`src/rtl/song_tutor_multi.sv`:
```
// song_tutor_multi: play-along tutor for the FPGA piano.
//
// Holds NUM_SONGS user-loadable note sequences and lights the LED of the next
// expected note. A correct press followed by a release advances to the next
// note. Wrong presses are counted once each, however long they are held.
//
// Optional feature macro: SONG_TUTOR_LOOP_EN
//   defined   -> after the last note is released the song restarts at idx 0
//                (err_cnt kept); DONE is reached only for an empty song.
//   undefined -> the song ends in DONE.
//
// Ports:
//   CLK, RESET         clock, synchronous active-high reset
//   START, song_sel    one-cycle (re)start pulse and the slot it selects
//   note               debounced key code, 0 = no key
//   wr_en/wr_song/wr_addr/wr_note   song RAM write port
//   len_we/wr_len      per-slot length write (clamped to MAX_LEN)
//   Led                expected-note indicator (registered)
//   idx, err_cnt       current note index, saturating wrong-press count
//   busy, done         state decodes
//
// state   | meaning
// --------+-------------------------------------------------
// IDLE    | waiting for START, LEDs off
// PRESS   | waiting for the expected key
// RELEASE | correct key is down, waiting for release
// WRONG   | wrong key is down (already counted), waiting for release
// DONE    | song finished or empty, all LEDs lit

module song_tutor_multi #(
    parameter int  NOTE_W    = 4,
    parameter int  LED_W     = 8,
    parameter int  ADDR_W    = 6,
    parameter int  NUM_SONGS = 4,
    parameter int  ERR_W     = 8,
    localparam int SEL_W     = (NUM_SONGS > 1) ? $clog2(NUM_SONGS) : 1
) (
    input  logic              CLK,
    input  logic              RESET,
    input  logic              START,
    input  logic [SEL_W-1:0]  song_sel,
    input  logic [NOTE_W-1:0] note,
    input  logic              wr_en,
    input  logic [SEL_W-1:0]  wr_song,
    input  logic [ADDR_W-1:0] wr_addr,
    input  logic [NOTE_W-1:0] wr_note,
    input  logic              len_we,
    input  logic [ADDR_W:0]   wr_len,
    output logic [LED_W-1:0]  Led,
    output logic [ADDR_W-1:0] idx,
    output logic              busy,
    output logic              done,
    output logic [ERR_W-1:0]  err_cnt
);

    localparam int              MAX_LEN   = 1 << ADDR_W;
    localparam logic [ADDR_W:0] MAX_LEN_V = (ADDR_W + 1)'(MAX_LEN);
    localparam logic [ADDR_W:0] ONE_EXT   = (ADDR_W + 1)'(1);

    typedef enum logic [2:0] {
        S_IDLE,
        S_PRESS,
        S_RELEASE,
        S_WRONG,
        S_DONE
    } state_t;

    logic [NOTE_W-1:0] ram_q [NUM_SONGS][MAX_LEN];
    logic [ADDR_W:0]   len_q [NUM_SONGS];

    state_t            state_q, state_d;
    logic [SEL_W-1:0]  song_q,  song_d;
    logic [ADDR_W-1:0] idx_q,   idx_d;
    logic [ERR_W-1:0]  err_q,   err_d;
    logic [LED_W-1:0]  led_q,   led_d;

    logic [NOTE_W-1:0] exp_note;
    logic [ADDR_W:0]   cur_len;
    logic [ADDR_W:0]   start_len;
    logic              last_note;

    // Slot numbers beyond NUM_SONGS (non power-of-two counts) read as empty.
    function automatic logic song_ok(input logic [SEL_W-1:0] s);
        logic ok;
        ok = 1'b0;
        for (int i = 0; i < NUM_SONGS; i++) begin
            if (s == SEL_W'(i)) ok = 1'b1;
        end
        return ok;
    endfunction

    // Codes outside 1..LED_W light nothing.
    function automatic logic [LED_W-1:0] onehot(input logic [NOTE_W-1:0] c);
        logic [LED_W-1:0] v;
        v = '0;
        for (int i = 0; i < LED_W; i++) begin
            if (int'(c) == i + 1) v[i] = 1'b1;
        end
        return v;
    endfunction

    // Song storage: not reset, so loaded songs survive RESET.
    always_ff @(posedge CLK) begin
        if (wr_en && song_ok(wr_song)) begin
            ram_q[wr_song][wr_addr] <= wr_note;
        end
        if (len_we && song_ok(wr_song)) begin
            len_q[wr_song] <= (wr_len > MAX_LEN_V) ? MAX_LEN_V : wr_len;
        end
    end

    always_comb begin
        exp_note  = '0;
        cur_len   = '0;
        start_len = '0;
        if (song_ok(song_q)) begin
            exp_note = ram_q[song_q][idx_q];
            cur_len  = len_q[song_q];
        end
        if (song_ok(song_sel)) begin
            start_len = len_q[song_sel];
        end
    end

    // ">=" rather than "==" so a length shrunk below idx mid-song still ends it.
    assign last_note = ({1'b0, idx_q} + ONE_EXT) >= cur_len;

    always_comb begin
        state_d = state_q;
        song_d  = song_q;
        idx_d   = idx_q;
        err_d   = err_q;

        // Led reflects the current state/idx, so it lags a change by one cycle.
        case (state_q)
            S_IDLE:  led_d = '0;
            S_DONE:  led_d = '1;
            default: led_d = onehot(exp_note);
        endcase

        if (START) begin
            song_d  = song_sel;
            idx_d   = '0;
            err_d   = '0;
            state_d = (start_len == '0) ? S_DONE : S_PRESS;
        end else begin
            case (state_q)
                S_PRESS: begin
                    // A stored 0 never matches: note is nonzero here.
                    if (note != '0) begin
                        if (note == exp_note) begin
                            state_d = S_RELEASE;
                        end else begin
                            if (err_q != '1) err_d = err_q + ERR_W'(1);
                            state_d = S_WRONG;
                        end
                    end
                end
                S_RELEASE: begin
                    if (note == '0) begin
                        if (last_note) begin
`ifdef SONG_TUTOR_LOOP_EN
                            idx_d   = '0;
                            state_d = S_PRESS;
`else
                            state_d = S_DONE;
`endif
                        end else begin
                            idx_d   = idx_q + ADDR_W'(1);
                            state_d = S_PRESS;
                        end
                    end
                end
                S_WRONG: begin
                    if (note == '0) state_d = S_PRESS;
                end
                default: ;
            endcase
        end
    end

    always_ff @(posedge CLK) begin
        if (RESET) begin
            state_q <= S_IDLE;
            song_q  <= '0;
            idx_q   <= '0;
            err_q   <= '0;
            led_q   <= '0;
        end else begin
            state_q <= state_d;
            song_q  <= song_d;
            idx_q   <= idx_d;
            err_q   <= err_d;
            led_q   <= led_d;
        end
    end

    assign Led     = led_q;
    assign idx     = idx_q;
    assign err_cnt = err_q;
    assign busy    = (state_q == S_PRESS) || (state_q == S_RELEASE) || (state_q == S_WRONG);
    assign done    = (state_q == S_DONE);

endmodule

```
`config.mk`:
```
export PLATFORM = sky130hd
export DESIGN_NAME = song_tutor_multi
export DESIGN_NICKNAME = d
export VERILOG_FILES = /design/src/rtl/song_tutor_multi.sv
export SDC_FILE = /design/constraint.sdc
export NUM_CORES = 1
export LEC_CHECK = 0
export ABC_AREA = 1
export BUFFER_PORTS_ARGS = -buffer_cell sky130_fd_sc_hd__buf_2
export CORE_ASPECT_RATIO = 1.4
export CORE_MARGIN = 5
export CORE_UTILIZATION = 31
export DETAILED_ROUTE_END_ITERATION = 8
export SETUP_SLACK_MARGIN = 0.5
export SYNTH_ARGS = -nofsm -noshare
export SYNTH_HDL_FRONTEND = slang
export SYNTH_SLANG_ARGS = --single-unit
```
`constraint.sdc`:
```
create_clock -name CLK -period 8.7 [get_ports CLK]
set_input_delay 0.435 -clock CLK [delete_from_list [all_inputs] [get_ports CLK]]
set_output_delay 0.435 -clock CLK [all_outputs]
set_load 0.01 [all_outputs]
```
; Yosys cells after proc, flatten, opt, wreduce, memory -nomap -nowiden
; Memory sizes are Yosys's and may differ from the RTL's. A register that Yosys moved wholly into a read port is not among the register bits.
; Cells that the tools add are included.
[word_totals]
reg_bits = 27
ramBits = 1052
input_bits = 30
wordCells = 108
memories = 2
[op_classes]
addsub = 3
n_lt_le_gt_ge = 5
eq_ne = 26
muxes = 46
n_bitwise = 4
reduce_logical = 17
[mem_list]
columns = memory, depth, word_bits, rd, rd_clocked_by_memory_dff, wr, line_no
row1 = ram_q, 4, 256, 1, 1, 1, 68  ; logic [NOTE_W-1:0] ram_q [NUM_SONGS][MAX_LEN];
row2 = len_q, 4, 7, 2, 1, 1, 69  ; logic [ADDR_W:0] len_q [NUM_SONGS];
[op_table]
columns = operator, count
row1 = $mux 256, 1
row2 = $bmux 4 s6, 1
row3 = $demux 4 s6, 1
row4 = $mux 1, 24
row5 = $mux 7, 3
row6 = $eq 4x4->1 const B, 5
row7 = $mux 3, 6
row8 = $mux 4, 4
row9 = $pmux 8 s2, 1
row10 = $ge 7x7->1 const B, 2
row11 = $not 6->7, 2
row12 = $eq 2x2->1 const B, 6
row13 = $ne 3x3->1 const B, 3
row14 = $pmux 3 s3, 1
row15 = $add 8x1->8 const B, 1
row16 = $eq 4x3->1 const B, 2
row17 = $mux 2, 4
row18 = $ne 8x8->1 const B, 1
row19 = $reduce_and 4->1, 2
row20 = $reduce_bool 4->1, 2
row21 = $add 6x1->7 const B, 1
row22 = $ge 7x7->1, 1
row23 = $gt 7x7->1 const B, 1
row24 = $logic_not 7->1, 1
row25 = 16 further kinds, 25

; Depth between registers and ports, before layout
; Gate-level depths: netlist (run 1).
[logic_depth]
word_depth = 11
mapped_depth = 21

; Least setup slack after synthesis (run 1)
; No wires, ideal clock.
[synth_timing]
path_type = register to register
startpoint = register (tool-made name)
endpoint = register idx_q[2], in the netlist idx[2]
arrival_time_ns = 3.083
required_ns = 8.567
path_slack_ns = 5.484
stages_incl_launch_ff = 19
path_buffers = 4
period_less_slack_ns = 3.216
path_cell_list = dfxtp_1 -> inv_2 -> buf_4 -> buf_2 -> buf_2 -> buf_1 -> nand2_1 -> a32o_1 -> ha_1 -> a21oi_1 -> nor2_1 -> o21ai_0 -> nand2_1 -> a21oi_1 -> o21ai_0 -> nor4_1 -> inv_1 -> o21ai_0 -> a21oi_1
[synth_rtl]
columns = item, line_no
row1 = "end signal, assigned", 192  ; idx_q <= idx_d;
row2 = "end, declared", 73  ; logic [ADDR_W-1:0] idx_q, idx_d;

==> reports/metrics.cfg, run 1 <==
[run_status]
outcome = finished clean

[sta]
timing_hold_violations_final = 0
finalCriticalPeriod_ns = 4.97
fin_worst_skew_ns = 0.0267
report.final.slew_viol_count = 0
tightest_slew_ns = 1.12
fin_crit_share = 0.571
setup_viol_count_final = 0
setup-tns-final_ns = 0
slew_headroom = 0.249
final_critical_path_setup_slack_ns = 3.73
final.hold.worst_slack_ns = 0.0697
rsz0062_at_grt = no
fmaxAchievable_ghz = 0.201

[worst_setup_path]
cpMostUsedCell = sky130_fd_sc_hd__nand3_1
timing.critical_path.fanout_max = 160
cp-end-kind = flip-flop
slowest_delay_ns = 0.85
crit_arrival_ns = 5.59
worstPathCellList = buf_4 > buf_12 > buf_4 > nand2_1 > nand3_1 > nand3_1 > nand3_1 > nand3_1 > nand3_1 > nand3_1 > nand3_1 > nand2_1 > nand2_1 > nand2_1 > nor2_2 > nand2_2 > nand2_4 > nand2_1 > a21oi_1
setup.worst_path.start_class = flip-flop
worst-setup-path-type = flip-flop to flip-flop
worst_ep_required_time_ns = 9.32
crit_path_top_delay_cell = sky130_fd_sc_hd__dfxtp_4

[place]
place_congestion = 0.848
pre_cts_ws_ns = 3.76
post_detailed_placement_cell_area_mm2 = 0.0470
dp_hpwl_um = 67700
port_bufs = 53

[floorplan]
fp.dieW_um = 332
row_count = 165
boundaryPins = 54
design.core.area_mm2 = 0.144
initial_utilization = 0.312
die_height_um = 461
fp.dieArea_mm2 = 0.153

[detailed_routing]
drtIter0Drc = 2604
ant_nets = 0
postRouteWirelength_um = 118000
via_count = 29500
post_drt_via_cell_ratio = 5.00
drc_violation_count_after_routing = 0
avgRoutedWirePerCell_um = 19.9
router_iterations_before_antenna_repair = 5

[finish]
area.growth.synth_to_final_pct = 11.3
num-nets-final = 3947
post_route_standard_cell_area_excluding_fillers_mm2 = 0.0500
drive_gt1_frac = 0.0650
fillCellCount = 14100

[global_route]
grt.overflow.total = 0
antenna_violations_before_repair = 5
grt_max_degree = 183
groute.usage.overall = 0.149
vias_in_the_first_global_route = 29300
grt_pass1_wl_um = 177000

[clock_tree]
clk_transition_reported_paths_ns = 0.07
post_cts_resize_count = 0
root_buffer = sky130_fd_sc_hd__clkbuf_16
tritoncts_num_sinks = 1081
insertion_delay_of_the_later_clocked_pin_in_the_worst_skew_pair_ns = 0.72
clockBufferDepth = 3
clock_buffer_count_from_cts = 94
cts.htree.levels = 3
cts_tree = yes

[yosys]
ys_warn_count = 0
synth_cell_types = 35
yosys_register_bits = 1081
synth-seq-area-share = 0.715
synth_nets = 4010
netlist_instances = 3971
syn-mean-instance-area_um2 = 11.3
syn_area_mm2 = 0.0450

[power]
power_per_cell_area_mw_per_mm2 = 211
max-vdd-ir-drop_mv = 0.136
p_leak_nw = 17.0

[min_path]
timing.hold.worst.class = primary input to flip-flop

[flow_run]
max_cap_violations = 0

[power by group]
part / internal (mW) / total [mW] / switching [mW]
clock: 2.24 / 4.16 / 1.92
sequential: 5.73 / 5.75 / 0.0218
combinational: 0.148 / 0.647 / 0.498
[path summary, 6_finish.rpt]
path / slack, ns / startpoint / cells after the start / end
setup reg to reg: 3.73 / flip-flop / 19 / err_cnt[4]
hold / removal: 0.07 / START / 2 / flip-flop
setup / recovery: 3.73 / flip-flop / 19 / err_cnt[4]
hold reg to reg: 0.51 / err_cnt[7] / 2 / err_cnt[7]
[routing by layer]
layer	up-vias	track usage	routed length (um)
met5	-	0	13
met1	14500	0.179	45800
met4	2	0.0559	4040
met3	210	0.0178	6760
li1	13800	-	-
met2	986	0.274	61100
[critical path, delay by kind of cell (launching register included)]
kind	cells	cell delay, ns
buf+inv	3	1.90
simple gates	15	1.89
flops	1	0.85
compound gates	1	0.13
[cell usage after synthesis]
library cell,count,area share
sky130_fd_sc_hd__a21oi_1,101,0.011
sky130_fd_sc_hd__nand3b_1,2,0.00033
sky130_fd_sc_hd__ha_1,9,0.0025
sky130_fd_sc_hd__nand2_1,1032,0.086
sky130_fd_sc_hd__buf_1,25,0.0021
sky130_fd_sc_hd__nand4_1,9,0.0013
sky130_fd_sc_hd__dfxtp_1,29,0.013
sky130_fd_sc_hd__nor3_2,1,0.00022
sky130_fd_sc_hd__and2_1,1,0.00014
sky130_fd_sc_hd__o31ai_1,1,0.00017
sky130_fd_sc_hd__nand3_1,730,0.081
sky130_fd_sc_hd__nand2_2,1,0.00014
sky130_fd_sc_hd__xor2_1,5,0.00097
sky130_fd_sc_hd__edfxtp_1,1052,0.70
sky130_fd_sc_hd__a32o_1,6,0.0013
sky130_fd_sc_hd__a221o_1,1,0.00022
sky130_fd_sc_hd__buf_2,135,0.015
sky130_fd_sc_hd__nor2_2,3,0.00042
sky130_fd_sc_hd__nor4_1,18,0.0025
sky130_fd_sc_hd__o211ai_1,49,0.0082
sky130_fd_sc_hd__o21ai_0,84,0.0093
sky130_fd_sc_hd__or2_2,2,0.00028
sky130_fd_sc_hd__clkinv_1,4,0.00033
sky130_fd_sc_hd__o22ai_1,1,0.00014
sky130_fd_sc_hd__o21ai_1,40,0.0045
sky130_fd_sc_hd__xnor2_1,4,0.00078
sky130_fd_sc_hd__clkbuf_1,71,0.0059
sky130_fd_sc_hd__nand2_4,1,0.00025
sky130_fd_sc_hd__nor3_1,11,0.0012
sky130_fd_sc_hd__a211oi_1,1,0.00017
sky130_fd_sc_hd__nor2_1,458,0.038
sky130_fd_sc_hd__inv_2,4,0.00033
sky130_fd_sc_hd__buf_6,6,0.0015
sky130_fd_sc_hd__buf_4,15,0.0025
sky130_fd_sc_hd__inv_1,59,0.0049
[layout make-up]
cell class / count / area (um^2) / area share
multi-input combinational: 2571 / 11500 / 0.229
sequential: 1081 / 32200 / 0.643
inverter: 67 / 267 / 0.00533
tap: 1920 / 2400 / 0.0480
clock buffer: 115 / 2450 / 0.0490
timing repair buffer: 93 / 668 / 0.0134
clock inverter: 59 / 592 / 0.0118
antenna: 1 / 2.50 / 0.0000500
[cell families after synthesis]
kind of cell	count (synthesis)	share of synthesized area
adder cells (fa/ha/maj)	9	0.00250
AO/OA/AOI/OAI	284	0.0353
flip-flops	1081	0.715
buffers and inverters	319	0.0326
XOR/XNOR	9	0.00175
AND/OR/NAND/NOR	2269	0.212
[cell usage in the layout (no fill, tap or decap), drive strengths merged, types with 2 or more instances in the layout]
cell type and instances:
o21ai 124, nand4 9, nand3 730, clkbuf 119, xor2 5, dlygate4sd3 2, nor2 461, buf 87
clkinvlp 7, clkinv 44, nor3 12, nor4 18, dfxtp 29, nand2 1034, edfxtp 1052, ha 9
inv 68, a32o 6, nand3b 2, xnor2 4, a21oi 101, or2 2, o211ai 49, bufinv 7
[registers in the layout, summed over array words and instances (netlist names), named ones only]
signal and flops:
Led 8, err_cnt 8, idx 6, len_q 28, ram_q 1024, song_q 2
state_q 3
[metrics by stage]
step | cells | utilization | power (mW)
2_1_floorplan | 3971 | - | 6.24
3_3_place_gp | 5730 | 0.325 | 6.51
3_5_place_dp | 5730 | 0.325 | 6.51
4_1_cts | 5906 | 0.347 | 10.6
5_1_grt | 5907 | 0.347 | 10.9
6_report | 5907 | 0.347 | 10.6
[repair_timing]
action / 4_1_cts / 5_1_grt
hold buffers: 2 / 0
hold endpoints to repair: 13 / 0
setup buffers: 0 / 0
(Power assumes the default switching activity.)
==> inputs of run 2 (changes only) <==
clock period = 4.45 ns   (was 8.7 ns; I/O delays follow)
==> reports/metrics.cfg, run 2 (synthesized netlist as in run 1, its figures left out) <==
[global_route]
grt.overflow.total = 0  ; unchanged
grt_max_degree = 139  ; -24%
vias_in_the_first_global_route = 29700  ; +1.3%
grt_pass1_wl_um = 180000  ; +1.3%
groute.usage.overall = 0.151  ; +0.00247
antenna_violations_before_repair = 7  ; +2

[place]
place_congestion = 0.847  ; -0.13%
post-place-cells = 5761  ; +0.54%
post_detailed_placement_cell_area_mm2 = 0.0474  ; +0.84%
dp_hpwl_um = 72200  ; +6.7%
port_bufs = 53  ; unchanged

[worst_setup_path]
worstPathCellList = nor2_4 > buf_12 > a21oi_1 > nand3_1 > nand3_1 > nand3_1 > nand3_1 > nand2_1 > nand2_1 > nand2_1 > nor2_2 > nand2_2 > nand2_4 > nand2_1 > a21oi_1
setup.worst_path.start_class = flip-flop
timing.critical_path.fanout_max = 36  ; -78%
crit_arrival_ns = 4.15  ; -1.44 ns
worst-setup-path-type = flip-flop to flip-flop
crit_path_top_delay_cell = sky130_fd_sc_hd__nor2_4
worst_ep_required_time_ns = 5.04  ; -4.28 ns
crit_family = simple AND/OR/NAND/NOR gates
cp-end-kind = flip-flop
slowest_delay_ns = 0.79  ; -0.06 ns
worst-path-buf-inv = 1  ; -2

[floorplan]
row_count = 165  ; unchanged
initial_utilization = 0.312  ; unchanged
fp.dieW_um = 332  ; unchanged
design.core.area_mm2 = 0.144  ; unchanged
die_height_um = 461  ; unchanged
boundaryPins = 54  ; unchanged
fp.dieArea_mm2 = 0.153  ; unchanged

[sta]
fin_crit_share = 0.802  ; +0.231
timing_hold_violations_final = 0  ; unchanged
fmaxAchievable_ghz = 0.280  ; +39%
slew_headroom = 0.194  ; -0.0545
fin_worst_skew_ns = 0.0339  ; +0.00717 ns
tightest_slew_ns = 1.20  ; +0.0812 ns
final.hold.worst_slack_ns = 0.0937  ; +0.0240 ns
setup-tns-final_ns = 0  ; unchanged
setup_viol_count_final = 0  ; unchanged
finalCriticalPeriod_ns = 3.57  ; -1.40 ns
rsz0062_at_grt = no
report.final.slew_viol_count = 0  ; unchanged

[power]
max-vdd-ir-drop_mv = 0.268  ; +98%
finalPower_mw = 20.8  ; +97%
power_per_cell_area_mw_per_mm2 = 411  ; +95%
p_leak_nw = 17.2  ; +1.6%

[finish]
area.growth.synth_to_final_pct = 12.4
drive_gt1_frac = 0.0715  ; +0.00656
largest_registers = ram_q (1024), len_q (28)
post_route_standard_cell_area_excluding_fillers_mm2 = 0.0506  ; +1.1%
most_common_library_cell_in_the_layout_ignoring_fill_and_taps = sky130_fd_sc_hd__edfxtp_1
largest_register_ffs = 1024  ; unchanged
max_flop_register = ram_q
num-nets-final = 3989  ; +1.1%
fillCellCount = 14000  ; -0.60%
final_cell_mix = sky130_fd_sc_hd__edfxtp_1 (1052), sky130_fd_sc_hd__nand2_1 (1028), sky130_fd_sc_hd__nand3_1 (730)
finish.cell_count_without_fillers = 5948  ; +0.69%

[detailed_routing]
router_iterations_before_antenna_repair = 6  ; +1
postRouteWirelength_um = 120000  ; +1.6%
drtIter0Drc = 2576  ; -1.1%
ant_nets = 0  ; unchanged
post_drt_via_cell_ratio = 5.04  ; +0.97%
drc_violation_count_after_routing = 0  ; unchanged
via_count = 30000  ; +1.7%
avgRoutedWirePerCell_um = 20.1  ; +0.91%

[clock_tree]
clk_transition_reported_paths_ns = 0.07  ; about the same
postCtsSetupBuffers = 0  ; unchanged
tritoncts_num_sinks = 1081  ; unchanged
clockBufferDepth = 3  ; unchanged
root_buffer = sky130_fd_sc_hd__clkbuf_16
cts_tree = yes
clock_buffer_count_from_cts = 94  ; unchanged
insertion_delay_of_the_later_clocked_pin_in_the_worst_skew_pair_ns = 0.71  ; about the same
cts.htree.levels = 3  ; unchanged

[min_path]
timing.hold.worst.class = primary input to flip-flop

[run_status]
outcome = finished clean

[flow_run]
max_cap_violations = 0  ; unchanged

## run 2: cell count changes in the layout (fill, tap and decap cells not counted), moves of 2 or more
cell | previous run | this run
sky130_fd_sc_hd__clkinvlp_4 | 7 | 3
sky130_fd_sc_hd__buf_4 | 33 | 49
sky130_fd_sc_hd__inv_6 | 1 | 5
sky130_fd_sc_hd__inv_16 | 3 | 1
sky130_fd_sc_hd__buf_6 | 0 | 2
sky130_fd_sc_hd__clkinv_4 | 4 | 2
sky130_fd_sc_hd__buf_12 | 5 | 18
sky130_fd_sc_hd__clkbuf_8 | 6 | 4
sky130_fd_sc_hd__dlygate4sd3_1 | 2 | 13
sky130_fd_sc_hd__bufinv_16 | 7 | 10
## run 2: report_power, final
| part | internal, mW | total, mW | leakage [nW] | switching, mW |
|---|---|---|---|---|
| sequential | 11.2 | 11.2 | 9.68 | 0.0277 |
| combinational | 0.325 | 1.33 | 6.08 | 1.01 |
| clock | 4.53 | 8.22 | 1.48 | 3.69 |
| total | 16.1 | 20.8 | 17.2 | 4.73 |
## run 2: area by class of cell
| class | instances | area [um^2] | share of cell area |
|---|---|---|---|
| Antenna cell | 2 | 5.00 | 0.0000990 |
| Clock buffer | 114 | 2450 | 0.0484 |
| Clock inverter | 58 | 603 | 0.0119 |
| Inverter | 67 | 267 | 0.00527 |
| Multi-Input combinational cell | 2571 | 11500 | 0.227 |
| Sequential cell | 1081 | 32200 | 0.637 |
| Tap cell | 1920 | 2400 | 0.0475 |
| Timing Repair Buffer | 135 | 1180 | 0.0234 |
## run 2: worst paths after layout
| path | from | to | slack (ns) | cells after the start |
|---|---|---|---|---|
| worst min register to register | state_q[1] | state_q[1] | 0.50 | 2 |
| worst max-delay path | idx[0] | err_cnt[5] | 0.88 | 15 |
| worst max register to register | idx[0] | err_cnt[5] | 0.88 | 15 |
| worst min-delay path | note[3] | state_q[1] | 0.09 | 6 |
## run 2: what timing repair did
action                     4_1_cts  5_1_grt
resized for setup                0        3
hold endpoints to repair        47        0
hold buffers                    13        0
setup endpoints to repair        0        4
## run 2: metrics by stage
| stage | setup WS, ns | util |
|---|---|---|
| after CTS | 0.569 | 0.350 |
| after global routing | 0.593 | 0.350 |
| final | 0.882 | 0.350 |
| after floorplan | 1.23 | - |
| after global placement | 0.580 | 0.328 |
| after detailed placement | 0.623 | 0.328 |
## run 2: tightest hold or removal path, stage by stage
cell	delay, ns
sky130_fd_sc_hd__buf_2	0.12
sky130_fd_sc_hd__nor4_1	0.08
sky130_fd_sc_hd__o21ai_0	0.15
sky130_fd_sc_hd__nand2_1	0.07
sky130_fd_sc_hd__nand2_1	0.06
sky130_fd_sc_hd__a21oi_1	0.05
## run 2: metal layers
layer / routed length (um) / vias up / share of wire / GRT usage
met5: 55 / - / 0.00046 / 0
met4: 4740 / 8 / 0.040 / 0.0621
met3: 7390 / 237 / 0.062 / 0.0208
met2: 61400 / 1058 / 0.51 / 0.276
met1: 46000 / 14800 / 0.38 / 0.180
li1: - / 13900 / - / -
